<file path="src/rtl/awgn_pkg.sv">
// rtl/awgn_pkg.sv - shared LZD constants and tree bus offset helpers
package awgn_pkg;

  localparam int LZD_W     = 64;
  localparam int LZD_CNT_W = 6;

  // Tree results are packed level by level into flat buses.
  // Level l holds 32>>l nodes, each with one v bit and an (l+1)-bit count.
  function automatic int v_off(input int l);
    return LZD_W - (LZD_W >> l);
  endfunction

  function automatic int p_off(input int l);
    int s;
    s = 0;
    for (int j = 0; j < l; j++) s += ((LZD_W / 2) >> j) * (j + 1);
    return s;
  endfunction

  localparam int V_BUS_W = LZD_W - 1;
  localparam int P_BUS_W = 120;

endpackage

</file>
<file path="src/rtl/lzd_node.sv">
// rtl/lzd_node.sv - merges two n-bit LZD child results into one (n+1)-bit result
module lzd_node #(
  parameter int N = 1
) (
  input  logic         v_hi,
  input  logic [N-1:0] p_hi,
  input  logic         v_lo,
  input  logic [N-1:0] p_lo,
  output logic         v,
  output logic [N:0]   p
);

  assign v = v_hi | v_lo;
  assign p = v_hi ? {1'b0, p_hi} : {1'b1, p_lo};

endmodule

</file>
<file path="src/rtl/lzd_sixtyfour.sv">
// rtl/lzd_sixtyfour.sv - registered leading-zero detector, operand padded to a 64-bit tree
module lzd_sixtyfour
  import awgn_pkg::*;
#(
  parameter int DATA_W = 48,
  parameter int CNT_W  = 6
) (
  input  logic              clk,
  input  logic              rst,
  input  logic [DATA_W-1:0] a,
  output logic [CNT_W-1:0]  p,
  output logic              v
);

  logic [LZD_W-1:0]   x;
  logic [V_BUS_W-1:0] v_bus;
  logic [P_BUS_W-1:0] p_bus;
  logic               v_d;
  logic [CNT_W-1:0]   p_d;

  // Operand sits at the MSB end so the tree count starts at a[DATA_W-1].
  always_comb begin
    x = '0;
    x[LZD_W-1 -: DATA_W] = a;
  end

  for (genvar i = 0; i < LZD_W / 2; i++) begin : g_leaf
    assign v_bus[i] = |x[2*i +: 2];
    assign p_bus[i] = ~x[2*i+1];
  end

  for (genvar l = 1; l < LZD_CNT_W; l++) begin : g_lvl
    for (genvar i = 0; i < ((LZD_W / 2) >> l); i++) begin : g_node
      lzd_node #(.N(l)) u_node (
        .v_hi (v_bus[v_off(l-1) + 2*i + 1]),
        .p_hi (p_bus[p_off(l-1) + (2*i+1)*l +: l]),
        .v_lo (v_bus[v_off(l-1) + 2*i]),
        .p_lo (p_bus[p_off(l-1) + (2*i)*l +: l]),
        .v    (v_bus[v_off(l) + i]),
        .p    (p_bus[p_off(l) + i*(l+1) +: l+1])
      );
    end
  end

  // An all-zero operand would otherwise report 63 from the root.
  assign v_d = v_bus[v_off(LZD_CNT_W-1)];
  assign p_d = v_d ? p_bus[p_off(LZD_CNT_W-1) +: CNT_W] : '0;

  always_ff @(posedge clk or posedge rst) begin
    if (rst) begin
      p <= '0;
      v <= 1'b0;
    end else begin
      p <= p_d;
      v <= v_d;
    end
  end

endmodule

</file>
<file path="config.mk">
export PLATFORM = sky130hd
export DESIGN_NAME = lzd_sixtyfour
export DESIGN_NICKNAME = d
export VERILOG_FILES = /design/src/rtl/awgn_pkg.sv /design/src/rtl/lzd_node.sv /design/src/rtl/lzd_sixtyfour.sv
export SDC_FILE = /design/constraint.sdc
export NUM_CORES = 1
export LEC_CHECK = 0
export CAP_MARGIN = 20
export CORE_MARGIN = 2
export CORE_UTILIZATION = 35
export CTS_CLUSTER_DIAMETER = 150
export CTS_CLUSTER_SIZE = 30
export DETAILED_ROUTE_END_ITERATION = 10
export PLACE_DENSITY = 0.92
export SLEW_MARGIN = 20
export SYNTH_ARGS = -nofsm -noshare
export SYNTH_HDL_FRONTEND = slang
export SYNTH_SLANG_ARGS = --single-unit
</file>
<file path="constraint.sdc">
create_clock -name clk -period 1.6 [get_ports clk]
set_clock_uncertainty 0.1 [all_clocks]
set_input_delay 0.4 -clock clk [delete_from_list [all_inputs] [get_ports clk]]
set_output_delay 0.4 -clock clk [all_outputs]
set_load 0.02 [all_outputs]
</file>
* Yosys cells after proc, flatten, opt, wreduce, memory -nomap -nowiden
Cells that the tools add are included.
** Word-level totals
- Word-level logic and storage cells :: 98
- Register bits after elaboration :: 7
- Output and inout bits :: 7
- Input bits :: 50
** Cells by class
- Bitwise gates (word level) :: 47
- Mux-type cells :: 25
- Reductions and logical operators :: 24
** Operator list (number)
- OR reduction 2 bit :: 24
- two-way mux 2 bit :: 12
- inverter 1 bit :: 24
- bitwise OR 1 bit :: 23
- two-way mux 3 bit :: 6
- two-way mux 4 bit :: 3
- two-way mux 6 bit :: 2
- two-way mux 5 bit :: 2

* Depth between registers and ports, before layout
Gate-level depths: netlist (run 1).
- Word-level depth :: 7
- Gate-level depth with buffers :: 5
- Mapped depth without buffers :: 5

* By module
From an unflattened synthesis (run 1), not the netlist that was laid out.
** Unflattened totals
- Cells, all modules :: 184
- Area total of the unflattened synthesis :: 1506.4 um^2
** Modules (own cells, without submodules)
- lzd_sixtyfour :: cells an instance 64, area each 464.2 um^2, sequential area each 175.2 um^2, times used 1
- lzd_node (g_lvl[1].g_node[0].u_node ...) :: cells an instance 3, area each 25.0 um^2, sequential area each 0.0 um^2, times used 16
- lzd_node (g_lvl[2].g_node[0].u_node ...) :: cells an instance 4, area each 32.5 um^2, sequential area each 0.0 um^2, times used 8
- lzd_node (g_lvl[3].g_node[0].u_node ...) :: cells an instance 5, area each 43.8 um^2, sequential area each 0.0 um^2, times used 4
- lzd_node (g_lvl[4].g_node[0].u_node ...) :: cells an instance 6, area each 55.1 um^2, sequential area each 0.0 um^2, times used 2
- lzd_node (g_lvl[5].g_node[0].u_node) :: cells an instance 8, area each 96.3 um^2, sequential area each 0.0 um^2, times used 1

* Worst setup path after synthesis (run 1)
Ideal clock, no wire load.
- Path kind :: input to register
- Start point :: input a[25]
- End point :: register p[0]
- Path buffers :: 0
- Library setup time :: 0.076 ns
- Data arrival time :: 1.523 ns
- Setup slack :: -0.099 ns
- Stages on the path :: 5
- Data required time :: 1.424 ns
- Path through :: nor2b_1 -> a2111oi_0 -> a21oi_1 -> or4_1 -> o21ai_1
** Between the ends
- Word-level cells in the longest chain between the ends :: 7
- Elaborated cells between the ends (all ways) :: 13
- Those cells by class :: 6 x mux; 6 x bitwise; 1 x reduce/logical
** Ends and longest elaborated chain
- from (decl) :: RTL line lzd_sixtyfour.sv:10 : input logic [DATA_W-1:0] a,
- OR reduction 2 bit / inverter 1 bit (equally long branches) :: RTL line lzd_sixtyfour.sv:28, lzd_sixtyfour.sv:29
- bitwise OR 1 bit / two-way mux 2 bit (equally long branches) :: RTL line lzd_node.sv:13, lzd_node.sv:14
- bitwise OR 1 bit / two-way mux 3 bit (equally long branches) :: RTL line lzd_node.sv:13, lzd_node.sv:14
- two-way mux 4 bit / bitwise OR 1 bit (equally long branches) :: RTL line lzd_node.sv:14, lzd_node.sv:13
- two-way mux 5 bit / bitwise OR 1 bit (equally long branches) :: RTL line lzd_node.sv:14, lzd_node.sv:13
- two-way mux 6 bit / bitwise OR 1 bit (equally long branches) :: RTL line lzd_node.sv:14, lzd_node.sv:13
- two-way mux 6 bit * :: RTL line lzd_sixtyfour.sv:47 : assign p_d = v_d ? p_bus[p_off(LZD_CNT_W-1) +: CNT_W] : '0;
- named net p_d[0] :: RTL line lzd_sixtyfour.sv:19 : logic [CNT_W-1:0] p_d;
- to (signal assigned) :: RTL line lzd_sixtyfour.sv:54 : p <= p_d;
- to (decl) :: RTL line lzd_sixtyfour.sv:11 : output logic [CNT_W-1:0] p,
The timed path passes the listed nets; every way through them passes the cells marked *.

* Final worst setup path (run 1)
- Start point :: input a[30]
- End point :: register p[1]
** Between the ends
- Word-level cells in the longest chain between the ends :: 7
- Elaborated cells between the ends (all ways) :: 12
- Those cells by class :: 6 x mux; 5 x bitwise; 1 x reduce/logical
** Ends and longest elaborated chain
- OR reduction 2 bit * :: RTL line lzd_sixtyfour.sv:28 : assign v_bus[i] = |x[2*i +: 2];
- two-way mux 2 bit / bitwise OR 1 bit (equally long branches) :: RTL line lzd_node.sv:14, lzd_node.sv:13
- two-way mux 3 bit / bitwise OR 1 bit (equally long branches) :: RTL line lzd_node.sv:14, lzd_node.sv:13
- two-way mux 4 bit / bitwise OR 1 bit (equally long branches) :: RTL line lzd_node.sv:14, lzd_node.sv:13
- two-way mux 5 bit / bitwise OR 1 bit (equally long branches) :: RTL line lzd_node.sv:14, lzd_node.sv:13
- two-way mux 6 bit / bitwise OR 1 bit (equally long branches) :: RTL line lzd_node.sv:14, lzd_node.sv:13
- two-way mux 6 bit * :: RTL line lzd_sixtyfour.sv:47
- named net p_d[1] :: RTL line lzd_sixtyfour.sv:19
Marked as above.

==> results of run 1 <==
-- flip-flops by register name, summed over array words and instances, names as in the netlist --
signal / cells
p: 6
v: 1
-- metal layers --
layer	vias to the layer above	track usage	routed length [um]
met5	-	0	0
met4	0	0.3148	566
met3	71	0.1242	616
met2	190	0.7467	2529
met1	679	0.4492	1809
li1	586	-	-
-- repair_timing --
item,in CTS,in global routing
endpoints found under the setup margin,14,7
gates cloned,0,0
hold endpoints to repair,0,0
buffers inserted,7,6
pin swaps,28,20
resized for setup,163,44
-- layout make-up --
class / count / area [um2] / share of cell area
repair buffers: 103 / 823.3 / 0.4476
multi-input cells: 82 / 747.0 / 0.4061
flip-flops and latches: 7 / 175.2 / 0.09524
inverters: 9 / 33.78 / 0.01837
well taps: 27 / 33.78 / 0.01837
clock buffers: 4 / 26.28 / 0.01429
-- power by group --
group | internal, mW | switching, mW
combinational | 0.173 | 0.177
sequential | 0.181 | 0.00155
clock | 0.0962 | 0.0803
total | 0.450 | 0.259
-- path summary, 6_finish.rpt --
kind                       startpoint              to  slack, ns  depth (start not counted)
worst max-delay path            a[30]  p[1]$_DFF_PP0_      -0.04                          7
worst min-delay path              rst     v$_DFF_PP0_       0.31                          2
max in group asynchronous         rst  p[5]$_DFF_PP0_       0.86                          2
min in group clk                a[46]  p[1]$_DFF_PP0_       0.43                          4
-- per-stage QoR --
step / power, mW / hold slack, ns / cells / setup TNS, ns / worst slack (ns)
after floorplan: 0.2407 / 0.1034 / 98 / -0.06955 / -0.06955
after global routing: 0.7322 / 0.3085 / 232 / -0.3025 / -0.08619
after global placement: 0.4597 / 0.5361 / 216 / -4.126 / -0.6284
after CTS: 0.6475 / 0.2996 / 227 / -0.003799 / -0.003799
final: 0.7091 / 0.3092 / 232 / -0.09005 / -0.03560
after detailed placement: 0.4773 / 0.5639 / 216 / -4.863 / -0.7928
-- kinds of logic after synthesis --
group,after synthesis,share of synthesized area
buffers and inverters,9,0.04631
flip-flops,7,0.2401
AND/OR/NAND/NOR,50,0.4460
AO/OA/AOI/OAI,32,0.2676
-- layout by cell type, fill, tap and decap left out, drive strengths merged, types with 5 or more instances in the layout --
cell type    synthesis  final
nor2                16     16
buf                  0     70
dfrtp                7      7
clkbuf               0     10
inv                  9      9
a21oi                8      8
o21ai               11     11
dlygate4sd2          0     19
nor4                11     11
nor2b                5      5
==> impl_metrics.yaml, run 1 <==
sta:
  fmax_ghz: 0.6114
  final.min_clock_period_ns: 1.636
  post-route-worst-setup-slack_ns: -0.03560
  finalHoldViolCount: 0
  worst-slew-pin-transition_ns: 0.3522
  grt_setup_unrepaired: "yes"
  finalMaxSlewViolations: 0
  timing.slew.headroom: 0.7626
  finalSetupViolCount: 3
  min_period_over_period: 1.022
yosys:
  yosysMostFrequentCell: "sky130_fd_sc_hd__nor2_1"
  postSynthCellCount: 98
  synth_area_leaders: "sky130_fd_sc_hd__dfrtp_1 24%, sky130_fd_sc_hd__nor4_4 8.7%, sky130_fd_sc_hd__nor2_1 8.2%"
  yosys_register_bits: 7
  syn_area_um2: 729.5
  synth_fp_nets: 148
  yosys_warnings: 0
  synth.distinct_cells: 28
  synthFlopType: "sky130_fd_sc_hd__dfrtp_1"
  synthesis.area_per_instance_um2: 7.443
  cell_types_with_the_highest_counts_after_synthesis: "16 x sky130_fd_sc_hd__nor2_1, 10 x sky130_fd_sc_hd__o21ai_0, 9 x sky130_fd_sc_hd__inv_1"
  yosysTopAreaCell: "sky130_fd_sc_hd__dfrtp_1"
  edff_count_synth: 0
  synth.yosys.seq_area_share: 0.2401
  synthDominantCellAreaShare: 0.2401
  ys_async_sr_fraction: 1.000
pwr:
  power.leakage_nw: 0.8399
  vdd_drop_max_v: 0.0002555
  power_density_mw_per_mm2: 385.5
worst_setup_path:
  worst_setup_path_end_kind: "flip-flop"
  worstSetupStartpointType: "primary input"
  critical-path-top-delay-family: "simple AND/OR/NAND/NOR gates"
  critical_path_cell_with_the_highest_stage_delay: "sky130_fd_sc_hd__nor4_4"
  critical_path.n_buffers_inverters: 2
  cp_data_required_time_ns: 1.63
  critical_path_peak_fanout: 3
  criticalPathCategory: "in2reg"
  arrival_ns: 1.67
  crit_path_cell_trace: "buf_8 > nor4_4 > buf_4 > and2_1 > o31ai_1 > a31oi_1 > a211oi_2"
  cpPeakStageDelay_ns: 0.36
cells_and_area:
  share_of_post_route_cells_with_drive_strength_above_1: 0.5512
  n_fill_cell: 72
  post-route-util: 0.9375
  layout.nets: 256
  area_growth_syn_to_layout_pct: 152.1
  antenna-diode-count: 0
  finish.instance_area_mm2: 0.001839
status:
  outcome: "finished, violations left"
  failed_checks: "setup timing"
floorplanning:
  die_h_um: 49.65
  fp.coreArea_mm2: 0.001962
  ios: 57
  placement_rows: 16
  start_util: 0.3718
  fp.dieArea_mm2: 0.002465
  die_width_um: 49.65
place:
  gp_congestion: 0.8224
  place_area_mm2: 0.001595
  place.detailed.hpwl_um: 3029
  io_buffers: 56
global_route:
  pin_count_of_the_biggest_net_entering_global_routing: 8
  grt_antenna_before_repair: 0
  grt_pass1_wl_um: 7914
  grt_pass1_vias: 1545
  grt_remaining_overflow: 0
  track_usage: 0.4357
clock_network:
  clockBufferDepth: 2
  tritoncts.num_buffers: 3
  clock_sink_count: 7
  clk_pin_slew_worst_paths_ns: 0.06
  ctsHoldBuffers: 0
  clk_root_buffer_cell: "sky130_fd_sc_hd__clkbuf_4"
  cts_tree: "done"
  htreeDepth: 1
drt:
  detail_route.vias_per_cell: 6.578
  final_antenna_net_count: 0
  route.detailed.wl_per_inst_um: 23.80
  drtPass1Iterations: 5
  detail_route.iter0.violations: 134
  route.final.wire_length_um: 5521
  post_route_drc_violation_count: 0
  route.vias.total: 1526
min_path:
  worst_hold_path_type: "in2async"
flow_run:
  cap_violations: 0
(Power assumes the default switching activity.)
==> run 2, diff against run 1 <==
CORE_UTILIZATION = 33   (was 35)
PLACE_DENSITY = 0.88   (was 0.92)
clock period = 1.8 ns   (was 1.6 ns; I/O delays follow)
==> impl_metrics.yaml, run 2 (synthesis results as in run 1) <==
clock_network:
  tritoncts.num_buffers: 3
  clockBufferDepth: 2
  clk_root_buffer_cell: "sky130_fd_sc_hd__clkbuf_4"
  clock_sink_count: 7
  clk_pin_slew_worst_paths_ns: 0.06
  htreeDepth: 1
  cts_tree: "done"
floorplanning:
  ios: 57
  die_width_um: 51.02
  die_h_um: 51.02
  start_util: 0.3395
  fp.dieArea_mm2: 0.002603
  placement_rows: 17
  fp.coreArea_mm2: 0.002148
global_route:
  grt_remaining_overflow: 0
  grt_pass1_vias: 1244
  grt_antenna_before_repair: 0
  pin_count_of_the_biggest_net_entering_global_routing: 8
  grt_pass1_wl_um: 5333
  track_usage: 0.2779
pwr:
  power.clock.fraction: 0.282
  p_sw_frac: 0.3353
  vdd_drop_max_v: 0.0002703
  power.combinational.fraction: 0.437
  power_density_mw_per_mm2: 330.7
  total_switching_power_uw: 193.3
  internal-power_uw: 383.1
  power.leakage_nw: 0.9053
  power.sequential.fraction: 0.281
cells_and_area:
  largestRegisters: "p (6), v (1)"
  regArea_um2: 175.2
  layout.cells.most_common: "sky130_fd_sc_hd__buf_4"
  flip_flop_count_of_the_largest_register_after_layout: 6
  area_growth_syn_to_layout_pct: 138.9
  top_register: "p"
  share_of_post_route_cells_with_drive_strength_above_1: 0.3418
  layout.nets: 247
  final_cell_mix: "38 x sky130_fd_sc_hd__buf_4, 19 x sky130_fd_sc_hd__dlygate4sd2_1, 17 x sky130_fd_sc_hd__dlymetal6s2s_1, 13 x sky130_fd_sc_hd__nor2_1, 13 x sky130_fd_sc_hd__clkdlybuf4s50_1"
  antenna-diode-count: 0
  n_fill_cell: 134
  finish.instance_area_mm2: 0.001743
  multi_input_area_um2: 626.9
worst_setup_path:
  arrival_ns: 1.89
  critical_path_peak_fanout: 4
  cp_data_required_time_ns: 1.91
  criticalPathCategory: "in2reg"
  worst_setup_path_end_kind: "flip-flop"
  worstSetupStartpointType: "primary input"
sta:
  final.min_clock_period_ns: 1.778
  finalSetupViolCount: 0
  min_period_over_period: 0.9879
  fmax_ghz: 0.5624
  timing.slew.headroom: 0.7165
  finalHoldViolCount: 0
  worst-slew-pin-transition_ns: 0.4198
  whs_ns: 0.2965
  finalMaxSlewViolations: 0
drt:
  route.final.wire_length_um: 3653
  route.vias.total: 1215
  drtPass1Iterations: 4
  detail_route.iter0.violations: 19
  detail_route.vias_per_cell: 5.424
  post_route_drc_violation_count: 0
  route.detailed.wl_per_inst_um: 16.31
  final_antenna_net_count: 0
place:
  gp_congestion: 0.7538
  place_area_mm2: 0.001573
  io_buffers: 56
  place.detailed.hpwl_um: 2516
status:
  outcome: "finished clean"
flow_run:
  cap_violations: 0
min_path:
  worst_hold_path_type: "in2async"
==> run 2: final cells by class <==
cell class,instances,area share
Clock inverter,1,0.002872
Timing Repair Buffer,94,0.4846
Tap cell,28,0.02010
Inverter,9,0.01938
Clock buffer,3,0.01292
Sequential cell,7,0.1005
Multi-Input combinational cell,82,0.3597
==> run 2: per-layer routing <==
metal	up-vias	track usage	part of all wire
met4	0	0.1216	0.028
met3	11	0.05263	0.059
met5	-	0	0
li1	569	-	-
met1	577	0.2523	0.36
met2	58	0.5758	0.55
==> run 2: worst max-delay path by stage <==
stage / from / endpoint / slack, ns / cells after the start
after floorplan: a[25] / p[0]$_DFF_PP0_ / 0.05 / 5
after global placement: a[22] / p[0]$_DFF_PP0_ / -0.46 / 6
after detailed placement: a[22] / p[0]$_DFF_PP0_ / -0.60 / 6
after CTS: a[42] / p[0]$_DFF_PP0_ / 0.005 / 5
after global routing: a[21] / p[2]$_DFF_PP0_ / -0.10 / 7
final: a[21] / p[2]$_DFF_PP0_ / 0.02 / 7
==> run 2: power by group through the flow <==
| stage | logic [mW] | registers (mW) | clock network, mW |
|---|---|---|---|
| 2_1_floorplan | 0.0441 | 0.169 | 0 |
| 3_3_place_gp | 0.234 | 0.165 | 0 |
| 3_5_place_dp | 0.244 | 0.165 | 0 |
| 4_1_cts | 0.240 | 0.162 | 0.160 |
| 5_1_grt | 0.270 | 0.162 | 0.178 |
| 6_report | 0.252 | 0.162 | 0.162 |
==> run 2: worst max-delay path, cell delays in order <==
cell and delay, ns:
sky130_fd_sc_hd__dlygate4sd2_1 0.29, sky130_fd_sc_hd__nor4_1 0.30, sky130_fd_sc_hd__buf_4 0.16, sky130_fd_sc_hd__nand4_1 0.20, sky130_fd_sc_hd__nor2_2 0.24, sky130_fd_sc_hd__nand4_1 0.14
sky130_fd_sc_hd__o21ai_1 0.10
==> run 2: repair_timing <==
action | 4_1_cts | 5_1_grt
setup buffers | 3 | 2
hold buffers | 0 | 0
pin swaps | 15 | 24
gates resized for setup | 39 | 39
endpoints found under the setup margin | 6 | 8
==> run 2: through the flow <==
step / util / TNS, ns / power, mW / cells / setup WS, ns
after global placement: 0.7321 / -2.646 / 0.3981 / 215 / -0.4607
final: 0.8113 / 0 / 0.5764 / 224 / 0.02181
after floorplan: - / 0 / 0.2133 / 98 / 0.05102
after global routing: 0.8113 / -0.1337 / 0.6101 / 224 / -0.1031
after detailed placement: 0.7321 / -3.088 / 0.4093 / 215 / -0.5955
after CTS: 0.7670 / 0 / 0.5620 / 222 / 0.005126
